File: src/rtl/irq_arbiter_if.sv
// irq_arbiter_if: bundle between the interrupt pins / injector and the arbiter.
//   irq_in, irq_mask    : raw interrupt lines and per-source select mask
//   int_ack, rti_done   : injector acceptance and return-from-interrupt pulse
//   int_req, int_vector : request and IVT address toward the injector
//   int_src, in_service : selected source index and service-in-progress flag
//   pending, drop_count : latched requests and saturating lost-edge count
// Modport slave is the arbiter side; master is the pins/injector side.
interface irq_arbiter_if #(
   parameter int NUM_SRC = 4
);
   logic [NUM_SRC-1:0] irq_in;
   logic [NUM_SRC-1:0] irq_mask;
   logic               int_ack;
   logic               rti_done;
   logic               int_req;
   logic [31:0]        int_vector;
   logic [2:0]         int_src;
   logic               in_service;
   logic [NUM_SRC-1:0] pending;
   logic [7:0]         drop_count;

   modport slave (
      input  irq_in, irq_mask, int_ack, rti_done,
      output int_req, int_vector, int_src, in_service, pending, drop_count
   );

   modport master (
      output irq_in, irq_mask, int_ack, rti_done,
      input  int_req, int_vector, int_src, in_service, pending, drop_count
   );
endinterface

File: src/rtl/irq_arbiter.sv
// irq_arbiter: edge-detects and latches interrupt lines, masks them, picks the
// lowest pending index and hands its IVT address to a single non-nesting
// injector over req/ack, then waits for rti_done before the next request.
//   clk : system clock (rising edge)
//   rst : synchronous, active-high reset
//   bus : irq_arbiter_if.slave (see interface header for signal list)
// All outputs are registered.
module irq_arbiter #(
   parameter int          NUM_SRC    = 4,
   parameter logic [31:0] IVT_BASE   = 32'h0000_0000,
   parameter logic [31:0] VEC_STRIDE = 32'd2
) (
   input logic           clk,
   input logic           rst,
   irq_arbiter_if.slave  bus
);
   typedef enum logic [1:0] {S_IDLE, S_REQ, S_SERVICE} state_t;

   state_t             r_state;
   logic [NUM_SRC-1:0] r_irq_prev;
   logic [NUM_SRC-1:0] r_pending;
   logic [7:0]         r_drop_count;
   logic               r_req;
   logic [31:0]        r_vector;
   logic [2:0]         r_src;
   logic               r_in_service;

   logic [NUM_SRC-1:0] w_edge;
   logic [NUM_SRC-1:0] w_elig;
   logic [NUM_SRC-1:0] w_onehot;
   logic [NUM_SRC-1:0] w_clr;
   logic [NUM_SRC-1:0] w_pending_nxt;
   logic               w_sel_vld;
   logic [2:0]         w_sel_idx;
   logic [31:0]        w_vec;
   logic               w_drop;

   assign w_edge = bus.irq_in & ~r_irq_prev;
   assign w_elig = r_pending & ~bus.irq_mask;

   // Scan from the top down so the lowest eligible index is the one left standing.
   always_comb begin
      w_sel_vld = 1'b0;
      w_sel_idx = '0;
      w_onehot  = '0;
      for (int i = NUM_SRC - 1; i >= 0; i--) begin
         if (w_elig[i]) begin
            w_sel_vld = 1'b1;
            w_sel_idx = 3'(i);
            w_onehot  = '0;
            w_onehot[i] = 1'b1;
         end
      end
   end

   // Selection only clears pending when the FSM actually takes it in IDLE.
   assign w_clr         = (r_state == S_IDLE && w_sel_vld) ? w_onehot : '0;
   // OR-ing the edge in last makes a same-cycle new edge survive the clear.
   assign w_pending_nxt = (r_pending & ~w_clr) | w_edge;
   // Edge into an already-pending source that is not being dispatched is lost.
   assign w_drop        = |(w_edge & r_pending & ~w_clr);
   assign w_vec         = IVT_BASE + (32'(w_sel_idx) * VEC_STRIDE);

   always_ff @(posedge clk) begin
      if (rst) begin
         r_state      <= S_IDLE;
         r_irq_prev   <= '1;   // lines held high through reset do not fire
         r_pending    <= '0;
         r_drop_count <= '0;
         r_req        <= 1'b0;
         r_vector     <= '0;
         r_src        <= '0;
         r_in_service <= 1'b0;
      end else begin
         r_irq_prev <= bus.irq_in;
         r_pending  <= w_pending_nxt;
         if (w_drop && r_drop_count != 8'hFF)
            r_drop_count <= r_drop_count + 8'd1;
         case (r_state)
            S_IDLE: begin
               if (w_sel_vld) begin
                  r_src    <= w_sel_idx;
                  r_vector <= w_vec;
                  r_req    <= 1'b1;
                  r_state  <= S_REQ;
               end
            end
            S_REQ: begin
               // Mask changes here do not withdraw the request.
               if (bus.int_ack) begin
                  r_req        <= 1'b0;
                  r_in_service <= 1'b1;
                  r_state      <= S_SERVICE;
               end
            end
            S_SERVICE: begin
               if (bus.rti_done) begin
                  r_in_service <= 1'b0;
                  r_state      <= S_IDLE;
               end
            end
            default: r_state <= S_IDLE;
         endcase
      end
   end

   assign bus.int_req    = r_req;
   assign bus.int_vector = r_vector;
   assign bus.int_src    = r_src;
   assign bus.in_service = r_in_service;
   assign bus.pending    = r_pending;
   assign bus.drop_count = r_drop_count;
endmodule
File: src/flat_wrapper.sv
// flat-port wrapper written by rule: the top's interface ports become plain ports
module irq_arbiter_flat 
#(
   parameter int          NUM_SRC    = 4,
   parameter logic [31:0] IVT_BASE   = 32'h0000_0000,
   parameter logic [31:0] VEC_STRIDE = 32'd2
)
  (clk, rst, bus_irq_in, bus_irq_mask, bus_int_ack, bus_rti_done, bus_int_req, bus_int_vector, bus_int_src, bus_in_service, bus_pending, bus_drop_count);
  irq_arbiter_if #(.NUM_SRC(NUM_SRC)) bus_i ();
  input logic clk;
  input logic rst;
  input wire logic [$bits(bus_i.irq_in)-1:0] bus_irq_in;
  input wire logic [$bits(bus_i.irq_mask)-1:0] bus_irq_mask;
  input wire logic [$bits(bus_i.int_ack)-1:0] bus_int_ack;
  input wire logic [$bits(bus_i.rti_done)-1:0] bus_rti_done;
  output wire logic [$bits(bus_i.int_req)-1:0] bus_int_req;
  output wire logic [$bits(bus_i.int_vector)-1:0] bus_int_vector;
  output wire logic [$bits(bus_i.int_src)-1:0] bus_int_src;
  output wire logic [$bits(bus_i.in_service)-1:0] bus_in_service;
  output wire logic [$bits(bus_i.pending)-1:0] bus_pending;
  output wire logic [$bits(bus_i.drop_count)-1:0] bus_drop_count;
  assign bus_i.irq_in = bus_irq_in;
  assign bus_i.irq_mask = bus_irq_mask;
  assign bus_i.int_ack = bus_int_ack;
  assign bus_i.rti_done = bus_rti_done;
  assign bus_int_req = bus_i.int_req;
  assign bus_int_vector = bus_i.int_vector;
  assign bus_int_src = bus_i.int_src;
  assign bus_in_service = bus_i.in_service;
  assign bus_pending = bus_i.pending;
  assign bus_drop_count = bus_i.drop_count;
  irq_arbiter #(.NUM_SRC(NUM_SRC), .IVT_BASE(IVT_BASE), .VEC_STRIDE(VEC_STRIDE)) u_core (.clk(clk), .rst(rst), .bus(bus_i));
endmodule
File: config.mk
export PLATFORM = sky130hd
export DESIGN_NAME = irq_arbiter_flat
export DESIGN_NICKNAME = d
export VERILOG_FILES = /design/src/rtl/irq_arbiter_if.sv /design/src/rtl/irq_arbiter.sv /design/src/flat_wrapper.sv
export SDC_FILE = /design/constraint.sdc
export NUM_CORES = 1
export LEC_CHECK = 0
export ABC_AREA = 1
export BUFFER_PORTS_ARGS = -buffer_cell sky130_fd_sc_hd__buf_4
export CAP_MARGIN = 20
export CORE_MARGIN = 3
export CORE_UTILIZATION = 46
export DETAILED_ROUTE_END_ITERATION = 8
export PLACE_DENSITY = 0.78
export SYNTH_ARGS = -nofsm -noshare
export SYNTH_HDL_FRONTEND = slang
export SYNTH_SLANG_ARGS = --single-unit
File: constraint.sdc
create_clock -name clk -period 2 [get_ports clk]
set_clock_uncertainty 0.05 [all_clocks]
set_input_delay 0.2 -clock clk [delete_from_list [all_inputs] [get_ports clk]]
set_output_delay 0.2 -clock clk [all_outputs]
set_load 0.02 [all_outputs]
## After elaboration in Yosys (flattened, before gate mapping)

Index checks and enable logic that the tools add are counted.

- Reduce and logical (&&, ||, !) cells: 10
- Bitwise logic cells: 9
- Equality and inequality tests: 6
- Muxes and demuxes: 23
- $add $sub $neg: 1

Operators by type and width:

| cell | number |
|---|---|
| $and A4 B4 Y4 | 5 |
| $mux W4 | 5 |
| $mux W2 | 7 |
| $not A4 Y4 | 3 |
| $reduce_and A3 Y1 | 3 |
| $add A8 B1 Y8 const B | 1 |
| $mux W1 | 8 |
| $ne A8 B8 Y1 const B | 1 |
| $pmux W2 S3 | 1 |
| $ne A2 B2 Y1 const B | 2 |
| $or A4 B4 Y4 | 1 |
| $pmux W1 S2 | 2 |
| $reduce_bool A2 Y1 | 2 |
| $reduce_or A4 Y1 | 1 |
| $eq A2 B1 Y1 const B | 1 |
| $eq A2 B2 Y1 const B | 1 |
| $logic_and A1 B1 Y1 | 2 |
| $logic_not A2 Y1 | 1 |
| $ne A2 B1 Y1 const B | 1 |
| $reduce_and A2 Y1 | 1 |

- Output and inout bits: 49
- Register bits: 23
- Word-level logic and storage cells: 56

## Depth between registers and ports, before layout

Gate-level depths: netlist (run 1).

- Depth in word-level cells: 12
- Depth in mapped cells: 11
- Gate-level depth less buffers: 10

## Worst setup path before layout (run 1)

No wires, ideal clock.

- Path type: flip-flop to flip-flop
- Start point: reg u_core.r_drop_count[0] (netlist: u_core.bus.drop_count[0])
- End point: reg u_core.r_drop_count[2] (netlist: u_core.bus.drop_count[2])
- Library setup time: 0.115 ns
- Period minus slack after synthesis: 1.631 ns
- Arrival: 1.466 ns
- Setup slack: 0.369 ns
- Cell stages (with the launch flop): 8
- Path through: dfxtp_1 ha_1 inv_1 nor3_4 nand3_4 and2_4 a21oi_1 nor2_1

- Word-level cells in the longest chain between the ends: 2
- Elaborated cells between the ends (all ways): 3
- Classes of those cells: add/sub: 1; eq/ne: 1; reduce/logical: 1

Ends and longest elaborated chain:

| what | RTL line | source |
|---|---|---|
| from (decl) | irq_arbiter.sv:22 | `logic [7:0] r_drop_count;` |
| from (signal assigned) | irq_arbiter.sv:78 | `r_drop_count <= r_drop_count + 8'd1;` |
| parallel branches: the longest is 2 deep, another holds $add A8 B1 Y8 | - |  |

Parallel ways; which one is timed is not known.
A chain may end at the register's enable or synchronous reset.

## Final worst setup path (run 1)

Ends and elaborated chain as after synthesis.

==> results of run 1 <==
==> cell type report <==
class,count,share of cell area [%]
multi-input cells,138,45.1
well taps,31,2.60
clock buffers,4,2.43
inverters,23,5.79
repair buffers,29,14.6
flip-flops and latches,22,29.5
==> placed cells by master, fill, tap and decap left out, types with 3 or more instances in the layout <==
cell type,count
inv_1,22
conb_1,31
nand3_1,11
nand2_1,35
o21ai_0,4
dfxtp_1,22
a21oi_1,15
clkbuf_4,3
or2_2,4
nor2_1,20
buf_4,29
==> worst register-to-register path: stages, from the launching register on <==
cell     delay (ps)
dfxtp_1         430
ha_1            190
inv_1            70
nor3_4          240
nand3_4         160
and2_4          180
a21oi_1         140
nor2_1           60
==> power breakdown <==
part,internal [W],switching (W)
Combinational,0.0000647,0.000132
Sequential,0.000460,0.0000178
Clock,0.000111,0.000139
Total,0.000636,0.000289
==> stage by stage <==
| stage | setup slack, ps | cell area (um2) | instances |
|---|---|---|---|
| after floorplan | 369 | 1470 | 219 |
| after global placement | 476 | 1460 | 243 |
| after detailed placement | 419 | 1460 | 243 |
| after CTS | 396 | 1490 | 247 |
| after global routing | 235 | 1490 | 247 |
| final | 396 | 1490 | 247 |
==> cell families (layout without fill, tap and decap cells) <==
logic type	Yosys count	in the layout	synth area share [%]
AO/OA/AOI/OAI	22	22	8.58
AND/OR/NAND/NOR	82	82	30.2
XOR/XNOR	2	2	1.29
other	1	31	0.276
flip-flops	22	22	32.5
buffers and inverters	59	56	26.3
adder cells (fa/ha/maj)	1	1	0.922
==> sequential cells by signal, summed over array words and instances, names as in the netlist <==
register and count:
u_core.r_state 2, u_core.bus.drop_count 8, u_core.bus.int_req 1, u_core.r_irq_prev 4, u_core.bus.in_service 1, u_core.bus.int_src 2
u_core.bus.pending 4
==> how the worst max path moves through the flow <==
stage                                         from                  endpoint  slack (ps)  cells past startpoint
after floorplan           u_core.bus.drop_count[0]  u_core.bus.drop_count[2]         370                      7
after global placement    u_core.bus.drop_count[0]  u_core.bus.drop_count[2]         480                      7
after detailed placement  u_core.bus.drop_count[0]  u_core.bus.drop_count[2]         420                      7
after CTS                 u_core.bus.drop_count[0]  u_core.bus.drop_count[2]         400                      7
after global routing      u_core.bus.drop_count[0]  u_core.bus.drop_count[5]         230                      8
final                     u_core.bus.drop_count[0]  u_core.bus.drop_count[2]         400                      7
==> layer usage <==
layer	vias up	share of wire, %	global-route usage, %
met2	44	45	19.6
met5	-	0	0
met3	4	7.9	1.30
met1	470	46	17.9
met4	0	1.5	5.06
li1	577	-	-
==> results.sh, run 1 <==
export IMPL_reg2reg_slack_ps=400
export IMPL_yosys_most_used_dff="dfxtp_1"
export IMPL_seq_area_um2=440
export IMPL_coreArea_um2=2780
export IMPL_syn_to_final_growth_pct=9.96
export IMPL_die_width_um=60.3
export IMPL_synthTopCellsByArea="dfxtp_1, buf_4, nand2_1"
export IMPL_peakVddDrop_uv=340
export IMPL_synth_edff_count=0
export IMPL_grt_pass1_vias=858
export IMPL_fin_nets=230
export IMPL_numClockSinks=22
export IMPL_path_max_fanout=10
export IMPL_hold_depth=3
export IMPL_synth_distinct_cells=27
export IMPL_remaining_drc_errors=0
export IMPL_io_pins=61
export IMPL_period_share_pct=80.2
export IMPL_r2r_worst_path_cells=7
export IMPL_hold_ws_ps=16.9
export IMPL_io_buffers=29
export IMPL_worst_ep_required_time_ps=2160
export IMPL_synth_seq_area_share_pct=32.5
export IMPL_gr_total_overflow=0
export IMPL_drt_wl_total_um=2330
export IMPL_leakage_nw=0.784
export IMPL_power_w=0.000925
export IMPL_hold_class="input port to flop"
export IMPL_hold_viol=0
export IMPL_synth_area_um2=1360
export IMPL_reg2reg_to="u_core.bus.drop_count[2]"
export IMPL_cts_buffers=3
export IMPL_grt_pass1_wl_um=3570
export IMPL_r2r_start="u_core.bus.drop_count[0]"
export IMPL_drive_gt1_share_pct=21.8
export IMPL_fin_crit_ps=1600
export IMPL_rows=19
export IMPL_syn_avg_cell_area_um2=7.18
export IMPL_end_kind="flop"
export IMPL_crit_buf_inv=1
export IMPL_drt_iter0_drc=15
export IMPL_yosysMostFrequentCell="nand2_1"
export IMPL_fmax_mhz=624
export IMPL_fillers=292
export IMPL_grt_usage_pct=12.6
export IMPL_clkLatencyLatePin_ps=310
export IMPL_final_util_pct=53.6
export IMPL_synth_top_cell_area_share_pct=32.5
export IMPL_synth_seq_cells=22
export IMPL_ctsResizeCount=0
export IMPL_maxCapViolations=0
export IMPL_startpoint_type="flop"
export IMPL_clk_pin_slew_ps=120
export IMPL_min_from="bus_irq_in[2]"
export IMPL_rsz0062_at_grt="false"
export IMPL_die_area_um2=3640
export IMPL_critPathMaxStageDelay_ps=430
export IMPL_die_y_um=60.3
export IMPL_syn_inst=189
export IMPL_clockBufferDepth=2
export IMPL_synth_top_area_cell="dfxtp_1"
export IMPL_min_to="u_core.r_irq_prev[2]"
export IMPL_root_buffer="clkbuf_4"
export IMPL_power_density_nw_per_um2=620
export IMPL_slowest_stage="dfxtp_1"
export IMPL_multi_input_area_um2=672
export IMPL_yosys_top_cells_count="nand2_1, buf_4, dfxtp_1, inv_1, nor2_1"
export IMPL_yosys_warnings=0
export IMPL_grt_antenna_before_repair=0
export IMPL_initial_core_util_pct=48.8
export IMPL_ctsHoldBuffers=0
export IMPL_dr_total_vias=1095
export IMPL_path_class="flop to flop"
export IMPL_cpLargestDelayFamily="simple AND/OR/NAND/NOR gates"
export IMPL_h_tree_depth=1
export IMPL_cts_tree="yes"
export IMPL_ys_async_sr_fraction_pct=0
export IMPL_cp_arrival_ps=1770
export IMPL_setup_viol=0
export IMPL_finalSetupTns_ps=0
export IMPL_grt_max_degree=16
export IMPL_first_pass_iters=4
export IMPL_drv_slew=0
export IMPL_ant_nets=0
export IMPL_dpl_hpwl_um=1790
export IMPL_viasPerCell=4.43
export IMPL_drt_wirelength_per_cell_um=9.42
export IMPL_antennaDiodeCount=0
export IMPL_post_cts_buffers=0
export IMPL_status="finished, final reports clean"
export IMPL_path_cells="ha_1 -> inv_1 -> nor3_4 -> nand3_4 -> and2_4 -> a21oi_1 -> nor2_1"
export IMPL_place_gp_congestion=0.803
No activity file was read; power rests on OpenSTA's default activity.
==> run 2, diff against run 1 <==
--- a/config.mk
+++ b/config.mk
@@ -9,9 +9,9 @@
 export BUFFER_PORTS_ARGS = -buffer_cell sky130_fd_sc_hd__buf_4
 export CAP_MARGIN = 20
 export CORE_MARGIN = 3
-export CORE_UTILIZATION = 46
+export CORE_UTILIZATION = 42
 export DETAILED_ROUTE_END_ITERATION = 8
-export PLACE_DENSITY = 0.78
+export PLACE_DENSITY = 0.75
 export SYNTH_ARGS = -nofsm -noshare
 export SYNTH_HDL_FRONTEND = slang
 export SYNTH_SLANG_ARGS = --single-unit
==> constraint.sdc (replaced) <==
create_clock -name clk -period 1.3 [get_ports clk]
set_clock_uncertainty 0.05 [all_clocks]
set_input_delay 0.13 -clock clk [delete_from_list [all_inputs] [get_ports clk]]
set_output_delay 0.13 -clock clk [all_outputs]
set_load 0.02 [all_outputs]
==> run 2 against run 1 <==
Against the previous run:
- the flow now finishes with violations (setup timing)
- die area increased by 8.6%
- sequential cell count unchanged
- wire length increased by 27%
- first-iteration DRC count increased by 80%
- utilization increased by 9.0 points
- sequential share of layout area decreased by 3.7 points
- clock-buffer cell count unchanged
- critical path depth unchanged
- setup slack got worse by 520 ps
- critical path type unchanged
==> results.sh, run 2 (same netlist as run 1, synthesis figures left out) <==
export IMPL_grt_antenna_before_repair=0
export IMPL_remaining_drc_errors=0
export IMPL_coreArea_um2=2920
export IMPL_place_gp_congestion=0.799
export IMPL_dpl_hpwl_um=2070
export IMPL_io_pins=61
export IMPL_fmax_mhz=701
export IMPL_grt_pass1_wl_um=4940
export IMPL_worst_ep_required_time_ps=1470
export IMPL_fin_crit_ps=1430
export IMPL_status="finished with violations"
export IMPL_die_area_um2=3950
export IMPL_die_width_um=62.8
export IMPL_switchingPower_w=0.000479
export IMPL_ant_nets=0
export IMPL_startpoint_type="flop"
export IMPL_first_pass_iters=4
export IMPL_path_cells="inv_2 -> nor2_2 -> nand2_2 -> o21bai_4 -> nand3_4 -> a21oi_1 -> nor2_1"
export IMPL_fin_nets=257
export IMPL_p_sw_share_pct=30.9
export IMPL_peakVddDrop_uv=503
export IMPL_grt_usage_pct=15.4
export IMPL_path_max_fanout=8
export IMPL_grt_max_degree=14
export IMPL_power_frac_seq_pct=46.7
export IMPL_io_buffers=29
export IMPL_root_buffer="clkbuf_4"
export IMPL_clkPwrFrac_pct=29.6
export IMPL_clkLatencyLatePin_ps=310
export IMPL_critPathMaxStageDelay_ps=370
export IMPL_grt_pass1_vias=1177
export IMPL_p_int_w=0.00107
export IMPL_largest_reg_flops=8
export IMPL_maxCapViolations=0
export IMPL_cp_arrival_ps=1600
export IMPL_hold_viol=0
export IMPL_setup_viol=9
export IMPL_drv_slew=0
export IMPL_dr_total_vias=1229
export IMPL_hold_class="input port to flop"
export IMPL_layout_cells_most_common="buf_4"
export IMPL_die_y_um=62.8
export IMPL_cts_tree="yes"
export IMPL_viasPerCell=4.31
export IMPL_gr_total_overflow=0
export IMPL_violations="setup timing"
export IMPL_layout_common_cells="buf_4, conb_1, nand2_1"
export IMPL_rsz0062_at_grt="true"
export IMPL_syn_to_final_growth_pct=35.0
export IMPL_setup_ws_ps=-126
export IMPL_final_util_pct=62.6
export IMPL_combPwrFrac_pct=23.7
export IMPL_cts_buffers=3
export IMPL_leakage_nw=0.935
export IMPL_h_tree_depth=1
export IMPL_path_class="flop to flop"
export IMPL_fillers=263
export IMPL_drt_wirelength_per_cell_um=10.4
export IMPL_drt_wl_total_um=2960
export IMPL_rows=19
export IMPL_antennaDiodeCount=0
export IMPL_clockBufferDepth=2
export IMPL_drive_gt1_share_pct=40.7
export IMPL_clk_pin_slew_ps=130
export IMPL_numClockSinks=22
export IMPL_slowest_stage="dfxtp_4"
export IMPL_initial_core_util_pct=46.4
export IMPL_period_share_pct=110
export IMPL_power_density_nw_per_um2=848
export IMPL_drt_iter0_drc=27
export IMPL_end_kind="flop"
export IMPL_hold_ws_ps=0.239
## run 2: repair_timing
action                                  CTS  global route
hold endpoints to repair                  4             0
endpoints found under the setup margin    8            11
gates cloned                              1             0
pin swaps                                 4             3
hold buffers                              4             0
setup buffers                             3             1
gates resized for setup                   8             3
## run 2: stage by stage
step                cells  total power, W  TNS (ps)  setup WS [ps]  area [um2]
floorplan             219         0.00104      -235          -56.5        1540
global placement      272         0.00107      -329          -48.4        1670
detailed placement    272         0.00108      -685          -99.3        1670
CTS                   284         0.00155      -595          -83.7        1820
global route          285         0.00163     -1950           -242        1830
finish                285         0.00155      -917           -126        1830
## run 2: metal layers
layer	up-vias	GRT usage [%]	share of wire [%]
met4	0	8.54	2.9
met3	9	2.34	5.0
li1	637	-	-
met1	537	18.0	43
met5	-	0	0
met2	46	26.8	49
## run 2: critical path, delay by kind of cell (launching register included)
family                 cells  cell delay [ps]
AO/OA/AOI/OAI              2              380
buffers and inverters      1               30
flip-flops                 1              370
AND/OR/NAND/NOR            4              500
## run 2: power by group through the flow
| stage | logic, W | registers (W) | clock network, W |
|---|---|---|---|
| after CTS | 0.000362 | 0.000725 | 0.000463 |
| final | 0.000367 | 0.000726 | 0.000460 |
| after global routing | 0.000402 | 0.000731 | 0.000499 |
| after detailed placement | 0.000340 | 0.000740 | 0 |
| after global placement | 0.000333 | 0.000738 | 0 |
| after floorplan | 0.000271 | 0.000769 | 0 |
## run 2: area by class of cell
type	instances	area [um2]	area share [%]
clock buffer	4	47.5	2.60
tap	42	52.6	2.87
inverter	23	86.3	4.72
multi-input combinational	139	748	40.9
timing repair buffer	55	423	23.1
sequential	22	473	25.8
## run 2: final timing paths
kind,from,endpoint,slack [ps],cells past startpoint
max,u_core.bus.pending[3],u_core.bus.drop_count[1],-130,7
min,rst,u_core.bus.pending[1],0.2,2
max reg2reg,u_core.bus.pending[3],u_core.bus.drop_count[1],-130,7
min reg2reg,u_core.bus.int_src[1],u_core.bus.int_src[1],430,2
==> run 3, diff against run 2 <==
--- a/config.mk
+++ b/config.mk
@@ -9,9 +9,10 @@
 export BUFFER_PORTS_ARGS = -buffer_cell sky130_fd_sc_hd__buf_4
 export CAP_MARGIN = 20
 export CORE_MARGIN = 3
-export CORE_UTILIZATION = 42
+export CORE_UTILIZATION = 46
 export DETAILED_ROUTE_END_ITERATION = 8
-export PLACE_DENSITY = 0.75
+export HOLD_SLACK_MARGIN = 0.02
+export PLACE_DENSITY = 0.78
 export SYNTH_ARGS = -nofsm -noshare
 export SYNTH_HDL_FRONTEND = slang
 export SYNTH_SLANG_ARGS = --single-unit
==> constraint.sdc (replaced) <==
create_clock -name clk -period 1.4 [get_ports clk]
set_clock_uncertainty 0.05 [all_clocks]
set_input_delay 0.14 -clock clk [delete_from_list [all_inputs] [get_ports clk]]
set_output_delay 0.14 -clock clk [all_outputs]
set_load 0.02 [all_outputs]
==> run 3 against run 2 <==
Against the previous run:
- the flow now finishes without violations
- sequential cell count unchanged
- sequential share of layout area up 0.97 points
- wire length decreased by 12%
- worst hold slack better by 34 ps
- critical path depth down 1
- final area shrank 5.7%
- non-clock buffer count down 12
- global-route usage fell by 0.46 points
- die area down 7.9%
- clock power shrank 7.6%
- critical path type unchanged
- largest power group unchanged
==> results.sh, run 3 (same netlist as run 1, synthesis figures left out) <==
export IMPL_grt_pass1_vias=1044
export IMPL_power_density_nw_per_um2=824
export IMPL_grt_max_degree=16
export IMPL_gr_total_overflow=0
export IMPL_layout_cells_most_common="buf_4"
export IMPL_grt_pass1_wl_um=4220
export IMPL_r2r_worst_path_cells=6
export IMPL_startpoint_type="flop"
export IMPL_period_share_pct=99.1
export IMPL_fmax_mhz=721
export IMPL_peakVddDrop_uv=639
export IMPL_maxCapViolations=0
export IMPL_clockBufferDepth=2
export IMPL_cpLargestDelayFamily="simple AND/OR/NAND/NOR gates"
export IMPL_viasPerCell=4.54
export IMPL_drive_gt1_share_pct=35.1
export IMPL_root_buffer="clkbuf_4"
export IMPL_critPathMaxStageDelay_ps=360
export IMPL_fin_crit_ps=1390
export IMPL_setup_ws_ps=12.4
export IMPL_final_area_um2=1730
export IMPL_initial_core_util_pct=48.8
export IMPL_syn_to_final_growth_pct=27.3
export IMPL_post_place_ws_ps=10.1
export IMPL_crit_buf_inv=0
export IMPL_worst_ep_required_time_ps=1570
export IMPL_dpl_hpwl_um=1830
export IMPL_fillers=255
export IMPL_cp_num_cells=6
export IMPL_path_class="flop to flop"
export IMPL_cts_tree="yes"
export IMPL_status="finished, final reports clean"
export IMPL_hold_class="input port to flop"
export IMPL_grt_antenna_before_repair=0
export IMPL_place_gp_congestion=0.789
export IMPL_fin_nets=245
export IMPL_first_pass_iters=5
export IMPL_largest_reg_flops=8
export IMPL_cts_buffers=3
export IMPL_place_area_um2=1530
export IMPL_rsz0062_at_grt="true"
export IMPL_antennaDiodeCount=0
export IMPL_grt_usage_pct=15.0
export IMPL_io_buffers=29
export IMPL_path_max_fanout=7
export IMPL_io_pins=61
export IMPL_remaining_drc_errors=0
export IMPL_drt_wl_total_um=2620
export IMPL_die_area_um2=3640
export IMPL_leakage_nw=0.880
export IMPL_end_kind="flop"
export IMPL_numClockSinks=22
export IMPL_h_tree_depth=1
export IMPL_drt_iter0_drc=26
export IMPL_drv_slew=0
export IMPL_clkLatencyLatePin_ps=310
export IMPL_hold_depth=3
export IMPL_layout_common_cells="buf_4, nand2_1, conb_1"
export IMPL_ant_nets=0
export IMPL_rows=19
export IMPL_cp_arrival_ps=1560
export IMPL_die_y_um=60.3
export IMPL_coreArea_um2=2780
export IMPL_die_width_um=60.3
export IMPL_dr_total_vias=1189
export IMPL_drt_wirelength_per_cell_um=9.98
export IMPL_hold_viol=0
export IMPL_clk_pin_slew_ps=130
export IMPL_slowest_stage="dfxtp_2"
export IMPL_path_cells="nor2_4 -> nand3_2 -> o21bai_4 -> nand3_4 -> a21oi_2 -> nor2_1"
export IMPL_setup_viol=0
run 3: changes by cell type in the layout (fill, tap and decap cells not counted), sizes merged:
cell	change
dlygate4sd3	+1
buf	-13
run 3: timing repair:
item	in CTS	in global routing
gates resized for setup	0	15
pin swaps	0	5
cloned	0	1
setup endpoints to repair	1	8
buffers inserted	2	1
hold endpoints to repair	10	0
hold buffers	5	0
run 3: layer usage:
| layer | global-route usage, % | vias up | part of all wire, % |
|---|---|---|---|
| met2 | 26.1 | 46 | 48 |
| met5 | 0 | - | 0 |
| met3 | 1.73 | 8 | 7.1 |
| met1 | 18.1 | 524 | 43 |
| met4 | 7.28 | 0 | 1.8 |
| li1 | - | 611 | - |
run 3: area by class of cell:
cell class                 instances  area (um2)  area share, %
tap                               31        38.8           2.25
inverter                          23        86.3           5.00
timing repair buffer              43         335           19.4
sequential                        22         463           26.8
multi-input combinational        139         756           43.8
clock buffer                       4        47.5           2.75
run 3: worst paths after layout:
check,slack [ps],endpoint,from
max,10,u_core.bus.drop_count[3],u_core.r_state[1]
min,30,u_core.r_state[1],bus_rti_done
max reg2reg,10,u_core.bus.drop_count[3],u_core.r_state[1]
min reg2reg,420,u_core.bus.in_service,u_core.bus.in_service
run 3: power breakdown:
group / internal, W / switching (W) / total [W]
sequential: 0.000654 / 0.0000253 / 0.000679
clock: 0.000218 / 0.000207 / 0.000425
combinational: 0.000113 / 0.000205 / 0.000319
run 3: tightest hold or removal path, cell delays in order:
cell and delay (ps):
buf_4 80, nand3b_1 90, a21oi_1 60
run 3: stage by stage:
stage | hold WS, ps | utilization (%) | cells | setup TNS (ps) | total power [W]
2_1_floorplan | 182 | - | 219 | 0 | 0.000967
3_3_place_gp | 276 | 55.2 | 249 | 0 | 0.000978
3_5_place_dp | 277 | 55.2 | 249 | 0 | 0.000983
4_1_cts | 31.2 | 59.2 | 260 | 0 | 0.00142
5_1_grt | 30.7 | 62.1 | 262 | -870 | 0.00150
6_report | 33.8 | 62.1 | 262 | 0 | 0.00142
